[config.mk]
export PLATFORM = sky130hd
export DESIGN_NAME = integral_row_scheduler
export DESIGN_NICKNAME = d
export VERILOG_FILES = /design/src/rtl/integral_row_scheduler.sv
export SDC_FILE = /design/constraint.sdc
export NUM_CORES = 1
export LEC_CHECK = 0
export BUFFER_PORTS_ARGS = -buffer_cell sky130_fd_sc_hd__buf_2
export CORE_MARGIN = 4
export CORE_UTILIZATION = 45
export CTS_CLUSTER_DIAMETER = 50
export DETAILED_ROUTE_END_ITERATION = 10
export PLACE_DENSITY = 0.84
export REMOVE_ABC_BUFFERS = 1
export SLEW_MARGIN = 30
export SYNTH_ARGS = -nofsm -noshare
export SYNTH_HDL_FRONTEND = slang
export SYNTH_SLANG_ARGS = --single-unit
export TNS_END_PERCENT = 10
[constraint.sdc]
create_clock -name clk_os -period 1.7 [get_ports clk_os]
set_input_delay 0.17 -clock clk_os [delete_from_list [all_inputs] [get_ports clk_os]]
set_output_delay 0.17 -clock clk_os [all_outputs]
set_load 0.01 [all_outputs]
[src/rtl/integral_row_scheduler.sv]
`default_nettype none
// ============================================================================
//  Module      : integral_row_scheduler
//  Description : Frame sequencer that feeds a chain of row line buffers
//                for integral-image window computation. Accepts pixels from
//                upstream, tracks the column and row position, flags complete
//                windows, and signals the end of each frame.
//  Revision    : 1.0 - initial release
// ============================================================================
module integral_row_scheduler #(
    parameter int FRAME_WIDTH  = 640,
    parameter int FRAME_HEIGHT = 480,
    parameter int NUM_ROWS     = 24,
    parameter int WINDOW_WIDTH = 24,
    parameter int ADDR_WIDTH   = 10,
    parameter int DATA_WIDTH_8 = 8
) (
    input  logic                    clk_os,
    input  logic                    reset_os,
    input  logic                    i_start,
    input  logic                    i_abort,
    input  logic                    i_pixel_valid,
    input  logic [DATA_WIDTH_8-1:0] i_pixel,
    output logic                    o_pixel_ready,
    output logic                    o_row_wen,
    output logic [DATA_WIDTH_8-1:0] o_row_data,
    output logic                    o_row_clear,
    output logic [ADDR_WIDTH-1:0]   o_fifo_width,
    output logic [ADDR_WIDTH-1:0]   o_col,
    output logic [ADDR_WIDTH-1:0]   o_row,
    output logic                    o_window_valid,
    output logic                    o_frame_done,
    output logic                    o_busy
);

    // Position limits for wrap detection and window completion.
    localparam logic [ADDR_WIDTH-1:0] c_COL_LAST  = ADDR_WIDTH'(FRAME_WIDTH - 1);
    localparam logic [ADDR_WIDTH-1:0] c_ROW_LAST  = ADDR_WIDTH'(FRAME_HEIGHT - 1);
    localparam logic [ADDR_WIDTH-1:0] c_ROW_MIN   = ADDR_WIDTH'(NUM_ROWS - 1);
    localparam logic [ADDR_WIDTH-1:0] c_COL_MIN   = ADDR_WIDTH'(WINDOW_WIDTH - 1);
    localparam logic [ADDR_WIDTH-1:0] c_FIFO_WIDE = ADDR_WIDTH'(FRAME_WIDTH);

    typedef enum logic [1:0] {
        S_IDLE   = 2'd0,
        S_CLEAR  = 2'd1,
        S_STREAM = 2'd2,
        S_DONE   = 2'd3
    } state_t;

    state_t                  r_state;
    logic [ADDR_WIDTH-1:0]   r_col;
    logic [ADDR_WIDTH-1:0]   r_row;
    logic                    r_row_wen;
    logic [DATA_WIDTH_8-1:0] r_row_data;
    logic                    r_row_clear;
    logic                    r_window_valid;
    logic                    r_frame_done;

    logic w_ready;
    logic w_accept;
    logic w_col_last;
    logic w_row_last;
    logic w_win_hit;

    // Handshake and position decode; abort blocks acceptance in the same cycle.
    always_comb begin
        w_ready    = (r_state == S_STREAM) && !i_abort;
        w_accept   = w_ready && i_pixel_valid;
        w_col_last = (r_col == c_COL_LAST);
        w_row_last = (r_row == c_ROW_LAST);
        w_win_hit  = (r_row >= c_ROW_MIN) && (r_col >= c_COL_MIN);
    end

    // Frame sequencer with registered row-buffer write, clear and done outputs.
    always_ff @(posedge clk_os or negedge reset_os) begin
        if (!reset_os) begin
            r_state        <= S_IDLE;
            r_col          <= '0;
            r_row          <= '0;
            r_row_wen      <= 1'b0;
            r_row_data     <= '0;
            r_row_clear    <= 1'b0;
            r_window_valid <= 1'b0;
            r_frame_done   <= 1'b0;
        end else begin
            // Write path is independent of the state update so a write scheduled
            // by the previous acceptance still issues during an abort cycle.
            r_row_wen      <= w_accept;
            r_window_valid <= w_accept && w_win_hit;
            if (w_accept) begin
                r_row_data <= i_pixel;
            end
            r_row_clear  <= 1'b0;
            r_frame_done <= 1'b0;

            case (r_state)
                S_IDLE: begin
                    if (i_start) begin
                        r_state     <= S_CLEAR;
                        r_row_clear <= 1'b1;
                        r_col       <= '0;
                        r_row       <= '0;
                    end
                end
                S_CLEAR: begin
                    r_col   <= '0;
                    r_row   <= '0;
                    r_state <= i_abort ? S_IDLE : S_STREAM;
                end
                S_STREAM: begin
                    if (i_abort) begin
                        r_state <= S_IDLE;
                        r_col   <= '0;
                        r_row   <= '0;
                    end else if (w_accept) begin
                        if (w_col_last) begin
                            r_col <= '0;
                            if (w_row_last) begin
                                r_row        <= '0;
                                r_state      <= S_DONE;
                                r_frame_done <= 1'b1;
                            end else begin
                                r_row <= r_row + ADDR_WIDTH'(1);
                            end
                        end else begin
                            r_col <= r_col + ADDR_WIDTH'(1);
                        end
                    end
                end
                S_DONE: begin
                    // Single-cycle done; abort here lands in IDLE just the same.
                    r_state <= S_IDLE;
                end
                default: begin
                    r_state <= S_IDLE;
                end
            endcase
        end
    end

    assign o_pixel_ready  = w_ready;
    assign o_row_wen      = r_row_wen;
    assign o_row_data     = r_row_data;
    assign o_row_clear    = r_row_clear;
    assign o_fifo_width   = c_FIFO_WIDE;
    assign o_col          = r_col;
    assign o_row          = r_row;
    assign o_window_valid = r_window_valid;
    assign o_frame_done   = r_frame_done;
    assign o_busy         = (r_state != S_IDLE);

endmodule
`default_nettype wire

==> metrics.yaml, run 1 <==
power:
  ir_drop_v: 0.0006390
  power_mw: 2.422
  p_per_area_nw_per_um2: 994.9
  p_leak_nw: 1.250
min_path:
  hp-class: "in2reg"
  hold_depth: 2
floorplan:
  boundaryPins: 57
  core_area_um2: 3799
  chipHeight_um: 71.98
  dieArea_um2: 5180
  start_util_pct: 48.48
  fp-row-count: 22
  die_w_um: 71.98
sta:
  rsz0062_at_grt: "true"
  tightestPinTransition_ps: 727.1
  finalClockSkew_ps: 5.035
  period_needed_ps: 1681
  slew_viol_final: 0
  fin_ws_ps: 18.70
  finalHoldViolCount: 0
  finalSetupViolCount: 0
  relSlewSlack_pct: 51.52
  finalCritPeriodShare_pct: 98.90
  max_clock_freq_mhz: 594.8
layout:
  seq_area_um2: 852.1
  syn2layout_area_growth_pct: 32.20
  multi_input_area_um2: 950.9
  instances_no_fill: 322
  postLayoutCellArea_um2: 2435
  n_fill_cell: 305
  drive_gt1_share_pct: 36.13
  antenna_cells: 0
  num-nets-final: 288
yosys:
  synth_cells: 204
  postSynthAreaPerCell_um2: 9.028
  seq_area_frac_synth_pct: 46.20
  synth_cell_type_count: 43
  synth_area_um2: 1842
  ys_ff_latch: 34
  ys_warn_count: 0
clock_tree:
  clkSlewWorstSetupHoldPaths_ps: 70
  cts_root_buf: "clkbuf_8"
  cts_setup_buffers: 0
  clock_latency_ps: 290
  clockBufferDepth: 2
  cts_tree: "yes"
  cts_buffers: 5
  h-tree-depth: 2
  cts.sinks: 34
drt:
  ant_nets: 0
  drt_pre_antenna_iters: 4
  drt-met1-wl_um: 1928
  first_iter_violations: 155
  wl_met2_um: 2449
  highest_layer: "met4"
  drc_errors: 0
  wl_met3_um: 321
  wl_um: 4762
  avgRoutedWirePerCell_um: 14.79
  via_per_inst: 5.509
  vias: 1774
setup_path:
  cp_slowest_cell: "or3b_4"
  cp-end-kind: "output pin"
  crit_chain: "or3b_4, inv_2, buf_4, buf_6"
  critPathKind: "reg2out"
  critical_path_arrival_ps: 1510
  critPathRequiredTime_ps: 1530
  cp_max_fo: 8
  r2r_cells: 6
  start_kind: "flop"
  slowest_delay_ps: 470
placement:
  dp_hpwl_um: 3387
  routabilityCongestion: 0.8476
  dp_cells: 313
  dpl-instance-area_um2: 2255
  place_ws_ps: -89.10
  portBuffers: 46
global_route:
  grt_pass1_vias: 1701
  grt_pass1_wl_um: 7983
  grt_antenna_before_repair: 0
  grt_overflow: 0
  grt_util_all_layers_pct: 19.63
  grt_max_degree: 35
run:
  max_cap_viol_count: 0
run_status:
  outcome: "completed"
==> synth_stat cells, drive strengths merged <==
cell type / count / area [µm²]
nand2b: 4 / 25.02
nand4bb: 2 / 22.52
nand4: 3 / 18.77
or2: 2 / 12.51
or3b: 2 / 17.52
o21ai: 17 / 85.08
clkbuf: 6 / 22.52
conb: 2 / 7.510
nor3: 3 / 15.01
nand3b: 1 / 7.510
a41oi: 1 / 16.27
a2111oi: 1 / 15.01
o21a: 2 / 15.01
ha: 2 / 25.02
o211ai: 2 / 15.01
and4: 2 / 17.52
o221a: 1 / 11.26
nor2b: 1 / 6.260
and2: 2 / 12.51
nand2: 36 / 135.1
buf: 13 / 92.59
inv: 6 / 22.52
nand3: 13 / 65.06
nand4b: 1 / 8.760
nor2: 7 / 28.78
a21oi: 10 / 50.05
or3: 2 / 12.51
dfrtp: 34 / 850.8
o311ai: 2 / 17.52
nor4: 3 / 40.04
o31ai: 5 / 37.54
o31a: 1 / 8.760
a31oi: 5 / 31.28
or4: 3 / 22.52
o311a: 1 / 10.01
a2bb2oi: 1 / 8.760
and3: 5 / 31.28
==> cells in the final DEF, fill, tap and decap left out, types with 3 or more instances in the layout <==
cell type,count
a21oi_1,10
nand2_1,35
inv_1,5
nand4_1,3
conb_1,10
o21ai_1,9
nand2b_1,3
buf_4,24
and3_1,5
or4_1,3
a31oi_1,5
o21ai_0,6
nor2_1,6
nand3_1,13
o31ai_1,5
buf_2,45
clkbuf_8,6
dfrtp_1,33
==> repair_timing <==
item	CTS	global route
hold buffers	1	0
pin swaps	1	1
resized for setup	2	13
endpoints found under the hold margin	34	0
endpoints found under the setup margin	3	18
==> metal layers <==
| metal | GRT usage (%) | vias up |
|---|---|---|
| met5 | 0 | - |
| met4 | 5.428 | 0 |
| met3 | 4.709 | 6 |
| met2 | 33.67 | 64 |
| met1 | 24.67 | 852 |
| li1 | - | 852 |
==> final timing paths <==
| path | from | to | slack (ps) |
|---|---|---|---|
| worst max-delay path | r_state[1]$_DFFE_PN0P_ | o_pixel_ready | 20 |
| worst min-delay path | i_abort | r_state[1]$_DFFE_PN0P_ | 70 |
| worst max register to register | o_row[0]$_DFFE_PN0P_ | o_row[5]$_DFFE_PN0P_ | 40 |
| worst min register to register | o_row_data[6]$_DFFE_PN0P_ | o_row_data[6]$_DFFE_PN0P_ | 470 |
| max in group asynchronous | reset_os | r_state[1]$_DFFE_PN0P_ | 710 |
| min in group asynchronous | reset_os | o_row[7]$_DFFE_PN0P_ | 480 |
==> registers in the layout (all words and copies together), names as in the netlist <==
| signal | cells |
|---|---|
| o_row_data | 8 |
| r_state | 2 |
| o_frame_done | 1 |
| o_col | 10 |
| o_row | 10 |
| o_window_valid | 1 |
| o_row_wen | 1 |
| o_row_clear | 1 |
==> layout make-up <==
cell class / instances / share of cell area, %
clock buffer: 7 / 3.546
inverter: 6 / 0.9250
sequential: 34 / 34.99
multi-input combinational: 153 / 39.05
timing repair buffer: 73 / 18.81
tap: 48 / 2.467
clock inverter: 1 / 0.2055
==> logic make-up after synthesis <==
group                      synth area share [%]
adders and majority gates                 1.358
DFF                                       46.20
and+or+nand+nor                           27.11
AOI/OAI and AO/OA                         17.46
buffers and inverters                     7.473
other                                    0.4078
==> worst max-delay path: cells and delay by family, from the launching register on <==
family                 cells  cell delay, ps
flip-flops                 1             440
buffers and inverters      3             310
AND/OR/NAND/NOR            1             470
==> report_power, final <==
part | total (mW) | internal [mW] | switching, mW
sequential | 1.00 | 0.930 | 0.0740
combinational | 0.808 | 0.345 | 0.462
clock | 0.611 | 0.326 | 0.285
==> stage by stage <==
| stage | util [%] | TNS (ps) | hold slack, ps |
|---|---|---|---|
| CTS | 62.32 | -61.86 | 66.39 |
| floorplan | - | -560.3 | -125.6 |
| finish | 64.10 | 0 | 70.20 |
| global route | 64.10 | -235.3 | 59.89 |
| global placement | 59.35 | 0 | 277.3 |
| detailed placement | 59.35 | -124.3 | 275.9 |
(Power assumes the default switching activity.)
==> run 2, diff against run 1 <==
--- a/config.mk
+++ b/config.mk
@@ -11,6 +11,7 @@
 export CTS_CLUSTER_DIAMETER = 50
 export DETAILED_ROUTE_END_ITERATION = 10
 export PLACE_DENSITY = 0.84
+export RECOVER_POWER = 50
 export REMOVE_ABC_BUFFERS = 1
 export SLEW_MARGIN = 30
 export SYNTH_ARGS = -nofsm -noshare
==> run 2 against run 1 <==
Compared with the run above: clock skew barely moved; sequential power barely moved; worst setup slack improved by 3.3 ps; first-iteration DRC count did not move; global-route usage did not move; wire length grew 0.15%; critical endpoint unchanged; total power decreased by 1.0%; final cell count stayed put; maximum frequency increased by 0.20%; clock power is essentially flat; sequential share of layout area rose by 0.31 points; hold slack better by 1.2 ps.
==> metrics.yaml, run 2 (synthesized netlist as in run 1, its figures left out) <==
drt:
  vias: 1782  # +0.45%
  drt_pre_antenna_iters: 4  # unchanged
  avgRoutedWirePerCell_um: 14.81  # +0.15%
  via_per_inst: 5.534  # +0.45%
  drc_errors: 0  # unchanged
  ant_nets: 0  # unchanged
  first_iter_violations: 155  # unchanged
  wl_um: 4769  # +0.15%
setup_path:
  cp-end-kind: "output pin"
  r2r_cells: 6  # unchanged
  critPathRequiredTime_ps: 1530  # about the same
  critical_path_arrival_ps: 1510  # about the same
  path_buf_inv: 3  # unchanged
  cp_slowest_cell: "or3b_4"
  cp_top_family: "simple AND/OR/NAND/NOR gates"
  slowest_delay_ps: 470  # about the same
  critPathKind: "reg2out"
  start_kind: "flop"
  path_depth: 4  # unchanged
  cp_max_fo: 8  # unchanged
  crit_chain: "or3b_4, inv_2, buf_4, buf_6"
floorplan:
  core_area_um2: 3799  # unchanged
  chipHeight_um: 71.98  # unchanged
  dieArea_um2: 5180  # unchanged
  start_util_pct: 48.48  # unchanged
  boundaryPins: 57  # unchanged
  fp-row-count: 22  # unchanged
  die_w_um: 71.98  # unchanged
global_route:
  grt_antenna_before_repair: 0  # unchanged
  grt_util_all_layers_pct: 19.63  # unchanged
  grt_pass1_wl_um: 7983  # unchanged
  grt_pass1_vias: 1701  # unchanged
  grt_max_degree: 35  # unchanged
  grt_overflow: 0  # unchanged
sta:
  finalCritPeriodShare_pct: 98.70  # -0.20 points
  rsz0062_at_grt: "true"
  slew_viol_final: 0  # unchanged
  finalClockSkew_ps: 5.114  # +0.07905 ps
  relSlewSlack_pct: 46.01  # -5.5 points
  setup-tns-final_ps: 0  # unchanged
  tightestPinTransition_ps: 809.8  # +82.68 ps
  finalHoldViolCount: 0  # unchanged
  max_clock_freq_mhz: 596.0  # +0.20%
  period_needed_ps: 1678  # -3.328 ps
  whs_ps: 71.40  # +1.206 ps
  finalSetupViolCount: 0  # unchanged
run:
  max_cap_viol_count: 0  # unchanged
placement:
  dp_cells: 313  # unchanged
  dpl-instance-area_um2: 2255  # unchanged
  routabilityCongestion: 0.8476  # unchanged
  dp_hpwl_um: 3387  # unchanged
  portBuffers: 46  # unchanged
min_path:
  hold_depth: 2  # unchanged
  hp-class: "in2reg"
layout:
  drive_gt1_share_pct: 29.93  # -6.2 points
  mostFrequentLayoutCells: "nand2_1, dfrtp_1, buf_2"
  antenna_cells: 0  # unchanged
  seq_area_um2: 852.1  # unchanged
  instances_no_fill: 322  # unchanged
  postLayoutCellArea_um2: 2414  # -0.87%
  n_fill_cell: 317  # +3.9%
  final_common_cell: "nand2_1"
  multi_input_area_um2: 950.9  # unchanged
  num-nets-final: 288  # unchanged
  syn2layout_area_growth_pct: 31.05
clock_tree:
  cts_tree: "yes"
  cts_root_buf: "clkbuf_8"
  clkSlewWorstSetupHoldPaths_ps: 70  # about the same
  cts.sinks: 34  # unchanged
  h-tree-depth: 2  # unchanged
  clock_latency_ps: 290  # about the same
  cts_setup_buffers: 0  # unchanged
  cts_buffers: 5  # unchanged
  clockBufferDepth: 2  # unchanged
power:
  sequentialPowerShare_pct: 42.0  # +0.6 points
  p_int_mw: 1.576  # -1.6%
  p_clk_share_pct: 25.4  # +0.2 points
  ir_drop_v: 0.0006329  # -0.94%
  switching_share_pct: 34.24  # +0.35 points
  power_mw: 2.397  # -1.0%
  netSwitchingPower_uw: 820.8  # about the same
  p_leak_nw: 1.184  # -5.3%
  p_per_area_nw_per_um2: 993.2  # -0.17%
  p_comb_share_pct: 32.6  # -0.7 points
run_status:
  outcome: "completed"
run 2: changes by cell type in the layout (fill, tap and decap cells not counted):
| cell | delta |
|---|---|
| buf_2 | -18 |
| clkbuf_1 | +17 |
| clkbuf_2 | +1 |
run 2: repair_timing:
item / in CTS / in global routing
endpoints found under the hold margin: 34 / 0
pin swaps: 1 / 1
setup endpoints to repair: 3 / 18
resized for setup: 2 / 13
hold buffers: 1 / 0
run 2: metrics by stage:
stage,utilization [%],worst slack (ps)
finish,63.54,22.03
CTS,62.32,-39.79
detailed placement,59.35,-89.10
global placement,59.35,23.02
floorplan,-,-106.2
global route,63.54,-67.16
run 2: worst paths after layout:
check	startpoint	to	slack (ps)
worst max-delay path	r_state[1]$_DFFE_PN0P_	o_pixel_ready	20
worst min-delay path	i_abort	r_state[1]$_DFFE_PN0P_	70
worst max register to register	o_row[0]$_DFFE_PN0P_	o_row[5]$_DFFE_PN0P_	20
worst min register to register	o_row_data[6]$_DFFE_PN0P_	o_row_data[6]$_DFFE_PN0P_	470
max in group asynchronous	reset_os	r_state[1]$_DFFE_PN0P_	630
min in group asynchronous	reset_os	o_row[7]$_DFFE_PN0P_	510
run 2: cell type report:
cell class,instances,share of cell area (%)
clock buffers,7,3.577
clock inverters,1,0.2074
inverters,6,0.9331
multi-input cells,153,39.40
flip-flops and latches,34,35.30
well taps,48,2.488
repair buffers,73,18.09
run 2: per-layer routing:
layer	GRT usage [%]	part of all wire, %
met1	24.67	41
met2	33.67	51
met3	4.709	7.0
met4	5.428	1.0
met5	0	0
run 2: power groups by stage:
stage                     sequential, mW  clock, mW  combinational [mW]
after global placement              1.00          0               0.725
after global routing                1.02      0.673               0.852
after floorplan                     1.06          0               0.341
after detailed placement            1.01          0               0.739
after CTS                          0.996      0.626               0.767
final                               1.01      0.608               0.782
==> run 3, diff against run 2 <==
--- a/config.mk
+++ b/config.mk
@@ -6,9 +6,11 @@
 export NUM_CORES = 1
 export LEC_CHECK = 0
 export BUFFER_PORTS_ARGS = -buffer_cell sky130_fd_sc_hd__buf_2
+export CORE_ASPECT_RATIO = 2
 export CORE_MARGIN = 4
 export CORE_UTILIZATION = 45
 export CTS_CLUSTER_DIAMETER = 50
+export CTS_CLUSTER_SIZE = 28
 export DETAILED_ROUTE_END_ITERATION = 10
 export PLACE_DENSITY = 0.84
 export RECOVER_POWER = 50
==> run 3 against run 2 <==
Compared with the run above: the flow now finishes with violations (setup timing); sequential power hardly changed; critical endpoint is now o_row[0]$_DFFE_PN0P_; maximum frequency is 2.5% lower; critical path type is now reg2reg; first-iteration DRC count is 67% lower.
==> metrics.yaml, run 3 (synthesized netlist as in run 1, its figures left out) <==
placement:
  dp_hpwl_um: 3573  # +5.5%
  routabilityCongestion: 0.8514  # +0.45%
  portBuffers: 46  # unchanged
  place_ws_ps: -29.82  # +59.28 ps
  dpl-instance-area_um2: 2251  # -0.17%
clock_tree:
  cts_root_buf: "clkbuf_8"
  clock_latency_ps: 290  # about the same
  clkSlewWorstSetupHoldPaths_ps: 70  # about the same
  cts.sinks: 34  # unchanged
  clockBufferDepth: 2  # unchanged
  cts_buffers: 5  # unchanged
  h-tree-depth: 2  # unchanged
  cts_tree: "yes"
global_route:
  grt_util_all_layers_pct: 20.37  # +0.75 points
  grt_antenna_before_repair: 0  # unchanged
  grt_pass1_vias: 1743  # +2.5%
  grt_overflow: 0  # unchanged
  grt_max_degree: 35  # unchanged
  grt_pass1_wl_um: 7900  # -1.0%
setup_path:
  r2r_cells: 5  # -1
  cp_top_family: "compound AO/OA/AOI/OAI gates"
  path_buf_inv: 1  # -2
  rr_endpoint: "o_row[0]$_DFFE_PN0P_"
  critPathRequiredTime_ps: 1860  # +330 ps
  path_depth: 5  # +1
  start_kind: "flop"
  critical_path_arrival_ps: 1880  # +370 ps
  reg2reg_from: "o_col[7]$_DFFE_PN0P_"
  r2r_slack_ps: -20  # -40 ps
  critPathKind: "reg2reg"
  crit_top_cell: "o21ai_1"
  crit_chain: "or3b_1, o31a_1, buf_6, o21ai_1, o21ai_1"
  cp_max_fo: 9  # +1
  cp_slowest_cell: "or3b_1"
  slowest_delay_ps: 400  # -70 ps
  startpoint: "o_col[7]$_DFFE_PN0P_"
  cp-end-kind: "flop"
  cp-endpoint: "o_row[0]$_DFFE_PN0P_"
drt:
  wl_um: 5101  # +7.0%
  first_iter_violations: 51  # -67%
  drt_pre_antenna_iters: 4  # unchanged
  drc_errors: 0  # unchanged
  vias: 1843  # +3.4%
  avgRoutedWirePerCell_um: 15.55  # +5.0%
  via_per_inst: 5.619  # +1.5%
  ant_nets: 0  # unchanged
run:
  max_cap_viol_count: 0  # unchanged
sta:
  rsz0062_at_grt: "true"
  tightestPinTransition_ps: 748.5  # -61.33 ps
  relSlewSlack_pct: 50.10  # +4.1 points
  fin_ws_ps: -21.74  # -43.77 ps
  finalHoldViolCount: 0  # unchanged
  max_clock_freq_mhz: 580.8  # -2.5%
  finalCritPeriodShare_pct: 101.3  # +2.6 points
  finalSetupViolCount: 1  # +1
  slew_viol_final: 0  # unchanged
  finalClockSkew_ps: 5.338  # +0.2237 ps
  period_needed_ps: 1722  # +43.77 ps
floorplan:
  fp-row-count: 32  # +45%
  start_util_pct: 46.94  # -1.5 points
  dieArea_um2: 5242  # +1.2%
  die_w_um: 53.24  # -26%
  boundaryPins: 57  # unchanged
  core_area_um2: 3924  # +3.3%
  chipHeight_um: 98.48  # +37%
layout:
  postLayoutCellArea_um2: 2457  # +1.8%
  final_common_cell: "nand2_1"
  mostFrequentLayoutCells: "nand2_1, dfrtp_1, buf_2"
  drive_gt1_share_pct: 30.69  # +0.76 points
  syn2layout_area_growth_pct: 33.42
  antenna_cells: 0  # unchanged
  final_core_util_pct: 62.63  # -0.91 points
  num-nets-final: 291  # +1.0%
power:
  ir_drop_v: 0.0006380  # +0.80%
  p_leak_nw: 1.203  # +1.6%
  p_per_area_nw_per_um2: 997.7  # +0.45%
run_status:
  violations: "setup timing"
  outcome: "finished with violations"
min_path:
  hp-class: "in2reg"
==> run 3: cell types whose count changed in the layout (fill, tap and decap cells not counted), moves of 2 or more <==
cell,delta
o21ai_2,-2
buf_4,+3
buf_2,+2
o21ai_1,+2
==> run 3: layout make-up <==
class / instances / area, µm²
Clock buffer: 7 / 86.33
Clock inverter: 1 / 5.005
Fill cell: 365 / 1466
Inverter: 6 / 22.52
Multi-Input combinational cell: 153 / 967.2
Sequential cell: 34 / 852.1
Tap cell: 51 / 63.81
Timing Repair Buffer: 76 / 460.4
==> run 3: tightest hold or removal path, cell delays in order <==
cell and delay [ps]:
buf_2 70, nand2_1 40, nand2_1 50
==> run 3: layer usage <==
metal / vias to the layer above / wire length [µm] / GRT usage [%]
li1: 858 / - / -
met1: 901 / 1887 / 22.71
met2: 72 / 2780 / 34.34
met3: 12 / 283 / 4.085
met4: 0 / 149 / 11.42
met5: - / 0 / 0
==> run 3: power breakdown <==
group / switching (mW) / internal, mW
sequential: 0.0792 / 0.930
combinational: 0.480 / 0.336
clock: 0.300 / 0.327
==> run 3: timing repair <==
item	CTS	global route
gates resized for setup	1	17
setup buffers	0	4
hold endpoints to repair	34	0
hold buffers	1	0
setup endpoints to repair	3	18
pin swaps	0	4
==> run 3: worst min-delay path by stage <==
stage	startpoint	end	slack [ps]	depth (start not counted)
6_report	i_pixel[4]	o_row_data[4]$_DFFE_PN0P_	70	3
4_1_cts	i_pixel[7]	o_row_data[7]$_DFFE_PN0P_	60	3
3_3_place_gp	reset_os	o_row_data[6]$_DFFE_PN0P_	280	1
2_1_floorplan	reset_os	o_col[0]$_DFFE_PN0P_	-130	0
5_1_grt	i_pixel[4]	o_row_data[4]$_DFFE_PN0P_	80	3
3_5_place_dp	reset_os	o_row_data[0]$_DFFE_PN0P_	280	1
==> run 3: through the flow <==
stage / setup TNS (ps) / std cells / hold slack (ps) / power, mW
3_3_place_gp: 0 / 315 / 276.7 / 1.749
5_1_grt: -287.7 / 328 / 78.60 / 2.588
6_report: -21.74 / 328 / 71.72 / 2.452
4_1_cts: -57.61 / 324 / 62.57 / 2.409
2_1_floorplan: -560.3 / 193 / -125.6 / 1.399
3_5_place_dp: -29.82 / 315 / 275.5 / 1.770
